===== config.mk =====
export PLATFORM = sky130hd
export DESIGN_NAME = seq_divider
export DESIGN_NICKNAME = d
export VERILOG_FILES = /design/src/rtl/div_pkg.sv /design/src/rtl/div_step.sv /design/src/rtl/seq_divider.sv
export SDC_FILE = /design/constraint.sdc
export NUM_CORES = 1
export LEC_CHECK = 0
export BUFFER_PORTS_ARGS = -buffer_cell sky130_fd_sc_hd__buf_2
export CAP_MARGIN = 20
export CELL_PAD_IN_SITES_DETAIL_PLACEMENT = 1
export CELL_PAD_IN_SITES_GLOBAL_PLACEMENT = 1
export CORE_ASPECT_RATIO = 2
export CORE_MARGIN = 2
export CORE_UTILIZATION = 40
export CTS_CLUSTER_SIZE = 24
export DETAILED_ROUTE_END_ITERATION = 10
export GPL_ROUTABILITY_DRIVEN = 0
export PLACE_DENSITY_LB_ADDON = 0.1
export SLEW_MARGIN = 5
export SYNTH_ARGS = -nofsm -noshare
export SYNTH_HDL_FRONTEND = slang
export SYNTH_SLANG_ARGS = --single-unit

===== constraint.sdc =====
create_clock -name clk -period 2.2 [get_ports clk]
set_input_delay 0.11 -clock clk [delete_from_list [all_inputs] [get_ports clk]]
set_output_delay 0.11 -clock clk [all_outputs]
set_load 0.03 [all_outputs]

===== src/rtl/div_pkg.sv =====
// Shared types and helpers for the serial restoring divider.
package div_pkg;

    typedef enum logic [1:0] {
        S_IDLE = 2'd0,
        S_CALC = 2'd1,
        S_FIX  = 2'd2
    } state_e;

    // Special-case outcome latched at start; only one can ever apply.
    typedef enum logic [1:0] {
        FLAG_NONE     = 2'd0,
        FLAG_DIV_ZERO = 2'd1,
        FLAG_OVERFLOW = 2'd2
    } flag_e;

    function automatic int unsigned cnt_width(input int unsigned dw);
        return $clog2(dw + 1);
    endfunction

endpackage


===== src/rtl/div_step.sv =====
// One combinational restoring-division step on magnitudes.
module div_step #(
    parameter int unsigned VW = 14
) (
    input  logic [VW-1:0] rem_i,
    input  logic          bit_i,
    input  logic [VW-1:0] dvs_i,
    output logic [VW-1:0] rem_c_o,
    output logic          qbit_c_o
);

    logic [VW:0] shifted;

    // Partial remainder stays below |divisor|, so VW bits hold it between steps.
    always_comb begin
        shifted  = {rem_i, bit_i};
        qbit_c_o = (shifted >= {1'b0, dvs_i});
        rem_c_o  = qbit_c_o ? VW'(shifted - {1'b0, dvs_i}) : shifted[VW-1:0];
    end

endmodule


===== src/rtl/seq_divider.sv =====
// Multi-cycle restoring divider, one quotient bit per clock, signed/unsigned
// with remainder, divide-by-zero and overflow flags.
module seq_divider
    import div_pkg::*;
#(
    parameter int unsigned DW = 26,
    parameter int unsigned VW = 14
) (
    input  logic          clk,
    input  logic          rst_n,
    input  logic          start,
    input  logic          is_signed,
    input  logic [DW-1:0] dividend,
    input  logic [VW-1:0] divisor,
    output logic          ready,
    output logic          done,
    output logic [DW-1:0] quotient,
    output logic [VW-1:0] remainder,
    output logic          div_zero,
    output logic          overflow
);

    localparam int unsigned   CW      = cnt_width(DW);
    localparam logic [DW-1:0] DVD_MIN = {1'b1, {(DW-1){1'b0}}};

    state_e        state_q, state_d;
    flag_e         flag_q, flag_d;
    logic [CW-1:0] cnt_q, cnt_d;
    logic [DW-1:0] dvd_q, dvd_d;
    logic [VW-1:0] dvs_q, dvs_d;
    logic [VW-1:0] prem_q, prem_d;
    logic          sgn_a_q, sgn_a_d;
    logic          sgn_b_q, sgn_b_d;
    logic          ready_q, ready_d;
    logic          done_q, done_d;
    logic [DW-1:0] quo_q, quo_d;
    logic [VW-1:0] rem_q, rem_d;
    logic          dz_q, dz_d;
    logic          ov_q, ov_d;

    logic [VW-1:0] step_rem_c;
    logic          step_bit_c;

    div_step #(.VW(VW)) u_step (
        .rem_i    (prem_q),
        .bit_i    (dvd_q[DW-1]),
        .dvs_i    (dvs_q),
        .rem_c_o  (step_rem_c),
        .qbit_c_o (step_bit_c)
    );

    always_ff @(posedge clk or negedge rst_n) begin
        if (!rst_n) begin
            state_q <= S_IDLE;
            flag_q  <= FLAG_NONE;
            cnt_q   <= '0;
            dvd_q   <= '0;
            dvs_q   <= '0;
            prem_q  <= '0;
            sgn_a_q <= 1'b0;
            sgn_b_q <= 1'b0;
            ready_q <= 1'b1;
            done_q  <= 1'b0;
            quo_q   <= '0;
            rem_q   <= '0;
            dz_q    <= 1'b0;
            ov_q    <= 1'b0;
        end else begin
            state_q <= state_d;
            flag_q  <= flag_d;
            cnt_q   <= cnt_d;
            dvd_q   <= dvd_d;
            dvs_q   <= dvs_d;
            prem_q  <= prem_d;
            sgn_a_q <= sgn_a_d;
            sgn_b_q <= sgn_b_d;
            ready_q <= ready_d;
            done_q  <= done_d;
            quo_q   <= quo_d;
            rem_q   <= rem_d;
            dz_q    <= dz_d;
            ov_q    <= ov_d;
        end
    end

    always_comb begin
        state_d = state_q;
        flag_d  = flag_q;
        cnt_d   = cnt_q;
        dvd_d   = dvd_q;
        dvs_d   = dvs_q;
        prem_d  = prem_q;
        sgn_a_d = sgn_a_q;
        sgn_b_d = sgn_b_q;
        ready_d = ready_q;
        done_d  = 1'b0;
        quo_d   = quo_q;
        rem_d   = rem_q;
        dz_d    = dz_q;
        ov_d    = ov_q;

        case (state_q)
            S_IDLE: begin
                ready_d = 1'b1;
                if (start) begin
                    // Sign bits are kept only in signed mode; the datapath works on magnitudes.
                    sgn_a_d = is_signed & dividend[DW-1];
                    sgn_b_d = is_signed & divisor[VW-1];
                    dvd_d   = sgn_a_d ? DW'(-dividend) : dividend;
                    dvs_d   = sgn_b_d ? VW'(-divisor) : divisor;
                    prem_d  = '0;
                    cnt_d   = '0;
                    if (divisor == '0)
                        flag_d = FLAG_DIV_ZERO;
                    else if (is_signed && dividend == DVD_MIN && divisor == '1)
                        flag_d = FLAG_OVERFLOW;
                    else
                        flag_d = FLAG_NONE;
                    ready_d = 1'b0;
                    state_d = S_CALC;
                end
            end
            S_CALC: begin
                // Dividend register doubles as the quotient shift register.
                prem_d = step_rem_c;
                dvd_d  = {dvd_q[DW-2:0], step_bit_c};
                cnt_d  = cnt_q + CW'(1);
                if (cnt_q == CW'(DW - 1))
                    state_d = S_FIX;
            end
            S_FIX: begin
                state_d = S_IDLE;
                ready_d = 1'b1;
                done_d  = 1'b1;
                case (flag_q)
                    FLAG_DIV_ZERO: begin
                        quo_d = '1;
                        rem_d = '0;
                        dz_d  = 1'b1;
                        ov_d  = 1'b0;
                    end
                    FLAG_OVERFLOW: begin
                        quo_d = DVD_MIN;
                        rem_d = '0;
                        dz_d  = 1'b0;
                        ov_d  = 1'b1;
                    end
                    default: begin
                        quo_d = (sgn_a_q ^ sgn_b_q) ? DW'(-dvd_q) : dvd_q;
                        rem_d = sgn_a_q ? VW'(-prem_q) : prem_q;
                        dz_d  = 1'b0;
                        ov_d  = 1'b0;
                    end
                endcase
            end
            default: begin
                state_d = S_IDLE;
                ready_d = 1'b1;
            end
        endcase
    end

    assign ready     = ready_q;
    assign done      = done_q;
    assign quotient  = quo_q;
    assign remainder = rem_q;
    assign div_zero  = dz_q;
    assign overflow  = ov_q;

endmodule


==> results.toml <==
[status]
status = "finished with violations"
violations = "negative setup slack"

[logic_synthesis]
ys_seq_area_frac = 0.4006
synth_edf_count = 0
yosys.area.top_type = "dfrtp_1"
syn_inst = 788
syn-cell-area_um2 = 6812
ys_ff_latch = 109
synth.net_count = 857
synth_area_per_cell_um2 = 8.644
synthFlopType = "dfrtp_1"
ys_warn_count = 0
async_flop_share = 1.000
ys_types = 62
ys_top_cells_by_area = "dfrtp_1 40%, o21ai_0 6.0%, xnor2_1 5.8%"
synth_top_area_frac = 0.3968

[setup_path]
crit_buf_inv = 1
slowest_delay_ns = 0.46
start_kind = "flip-flop"
cp_cell_sequence = "ha_1 > nand3_1 > nor2_2 > nand4_1 > a31oi_2 > buf_4 > nor3_1 > a311o_1"
required_ns = 2.46
crit_family = "compound AO/OA/AOI/OAI gates"
r2r_slack_ns = -0.002
cp_slowest_cell = "dfrtp_1"
arrival_ns = 2.46
critical_path.max_fanout = 9
endpoint_kind = "flip-flop"
path_class = "reg2reg"

[clock_tree]
numCtsBuffers = 9
clock_latency_ns = 0.37
cts.sinks = 109
h-tree-depth = 3
cts_tree = "built"
clockBufferDepth = 2
cts_root_buf = "clkbuf_16"
path_clk_slew_ns = 0.08

[timing]
slew_viol_final = 0
period_needed_ns = 2.202
tightest_slew_ns = 0.7012
finClkSkew_ns = 0.009999
clock.fmax_ghz = 0.4542
fin_tns_setup_ns = -0.001865
max_slew_margin = 0.5325
final-setup-viol-count = 1
final.period_utilization = 1.001
hold_viol = 0
setup_ws_ns = -0.001865
rsz0062_at_grt = "true"

[power_and_ir_drop]
ir_worst_vdd_uv = 1088
p_per_area_nw_per_um2 = 1691
p_leak_nw = 3.875

[floorplanning]
num_rows = 67
ioPinCount = 88
core_um2 = 16680
fp.dieW_um = 96.28
start_util = 0.4083
die_h_um = 188.5
dieArea_um2 = 18150

[place]
hpwl_um = 18530
dp_slack_ns = -0.2308
port_buffers = 87

[drt]
postRouteWirelength_um = 23940
drt_iter0_markers = 206
drtPass1Iterations = 5
ant_nets = 0
vias = 6505
post-route-drc-count = 0
wl_per_cell_um = 21.35
vias_per_cell = 5.803

[cells_and_area]
final_cell_mix = "107 x dfrtp_1, 93 x nand2_1, 86 x buf_2, 79 x o21ai_0, 61 x buf_4"
n_fill_cell = 1982
drive_above_1_share = 0.2341
diodes = 0
layout_commonest_cell = "dfrtp_1"
fin_util = 0.5066
nets = 978
synthToLayoutAreaGrowth_pct = 24.08

[global_route]
grtUsageTotal = 0.2744
grt_pass1_vias = 7153
grt_pass1_wl_um = 37900
overflow = 0
antenna_found_initial = 1
grt_max_degree = 45

[min_path]
hp-class = "in2reg"

[run]
max_cap_viol_count = 0
## state kept, by name, indices dropped and copies added, names as in the netlist
name,cells
dvd_q,26
quotient,26
dvs_q,14
prem_q,14
remainder,14
cnt_q,5
flag_q,2
state_q,2
div_zero,1
done,1
overflow,1
ready,1
sgn_a_q,1
sgn_b_q,1
## tightest hold or removal path, delay by kind of cell
family | cells | cell delay (ns)
buffers and inverters | 1 | 0.13
and+or+nand+nor | 1 | 0.06
AOI/OAI and AO/OA | 1 | 0.07
## Yosys cell counts (6+ instances only)
cell,count
a211oi_1,7
a21o_1,14
a21oi_1,47
a22oi_1,18
a31oi_1,11
and2_1,9
clkbuf_1,37
dfrtp_1,108
ha_1,24
inv_1,34
nand2_1,94
nand2b_1,8
nand3_1,14
nand4_1,9
nor2_1,53
nor2b_1,6
nor3_1,19
nor4_1,7
o211ai_1,9
o21ai_0,82
o21ai_1,7
o22ai_1,7
o31ai_1,9
or3_1,11
xnor2_1,45
xor2_1,31
## final timing paths
| kind | from | endpoint | cells past startpoint |
|---|---|---|---|
| min reg2reg | remainder[0] | remainder[0] | 2 |
| max in group asynchronous | rst_n | prem_q[7] | 3 |
| min | divisor[1] | dvs_q[1] | 3 |
| max | prem_q[4] | prem_q[6] | 8 |
| max reg2reg | prem_q[4] | prem_q[6] | 8 |
| min in group asynchronous | rst_n | quotient[16] | 2 |
## where the power goes
group	total [mW]	internal, mW	switching [mW]
combinational	8.85	3.82	5.03
sequential	3.60	2.83	0.776
clock	1.84	1.06	0.778
## metrics by stage
step                hold WS (ns)  std cells  instance area, um^2  power [mW]
finish                   0.05562       1121                 8452       14.29
detailed placement        0.1214       1102                 7880       11.69
CTS                      0.04488       1120                 8278       13.77
global placement          0.1154       1102                 7880       11.32
global route             0.06209       1121                 8452       15.29
floorplan                -0.1856        788                 6812       8.517
## cell families after synthesis
family | synth area share
xor+xnor | 0.09772
simple gates | 0.1719
compound gates | 0.2360
flops | 0.4006
fa+ha+maj | 0.04702
mux | 0.002939
buf+inv | 0.04372
## area by class of cell
type	instances	area [um^2]	share of cell area
Inverter	35	131.4	0.01554
Tap cell	207	259.0	0.03064
Timing Repair Buffer	153	998.5	0.1181
Multi-Input combinational cell	601	4006	0.4740
Clock inverter	4	70.07	0.008290
Sequential cell	109	2730	0.3230
Clock buffer	12	256.5	0.03035
## what timing repair did
| action | 4_1_cts | 5_1_grt |
|---|---|---|
| endpoints found under the setup margin | 15 | 28 |
| hold buffers | 1 | 0 |
| hold endpoints to repair | 33 | 0 |
| gates cloned | 0 | 0 |
| buffers inserted | 1 | 1 |
| pin swaps | 1 | 4 |
| resized for setup | 10 | 35 |
## layer usage
layer,track usage,share of wire
met2,0.5134,0.57
met5,0,0.00054
met3,0.03399,0.023
met1,0.2743,0.35
met4,0.1637,0.059
Power figures use the tool's default switching activity.
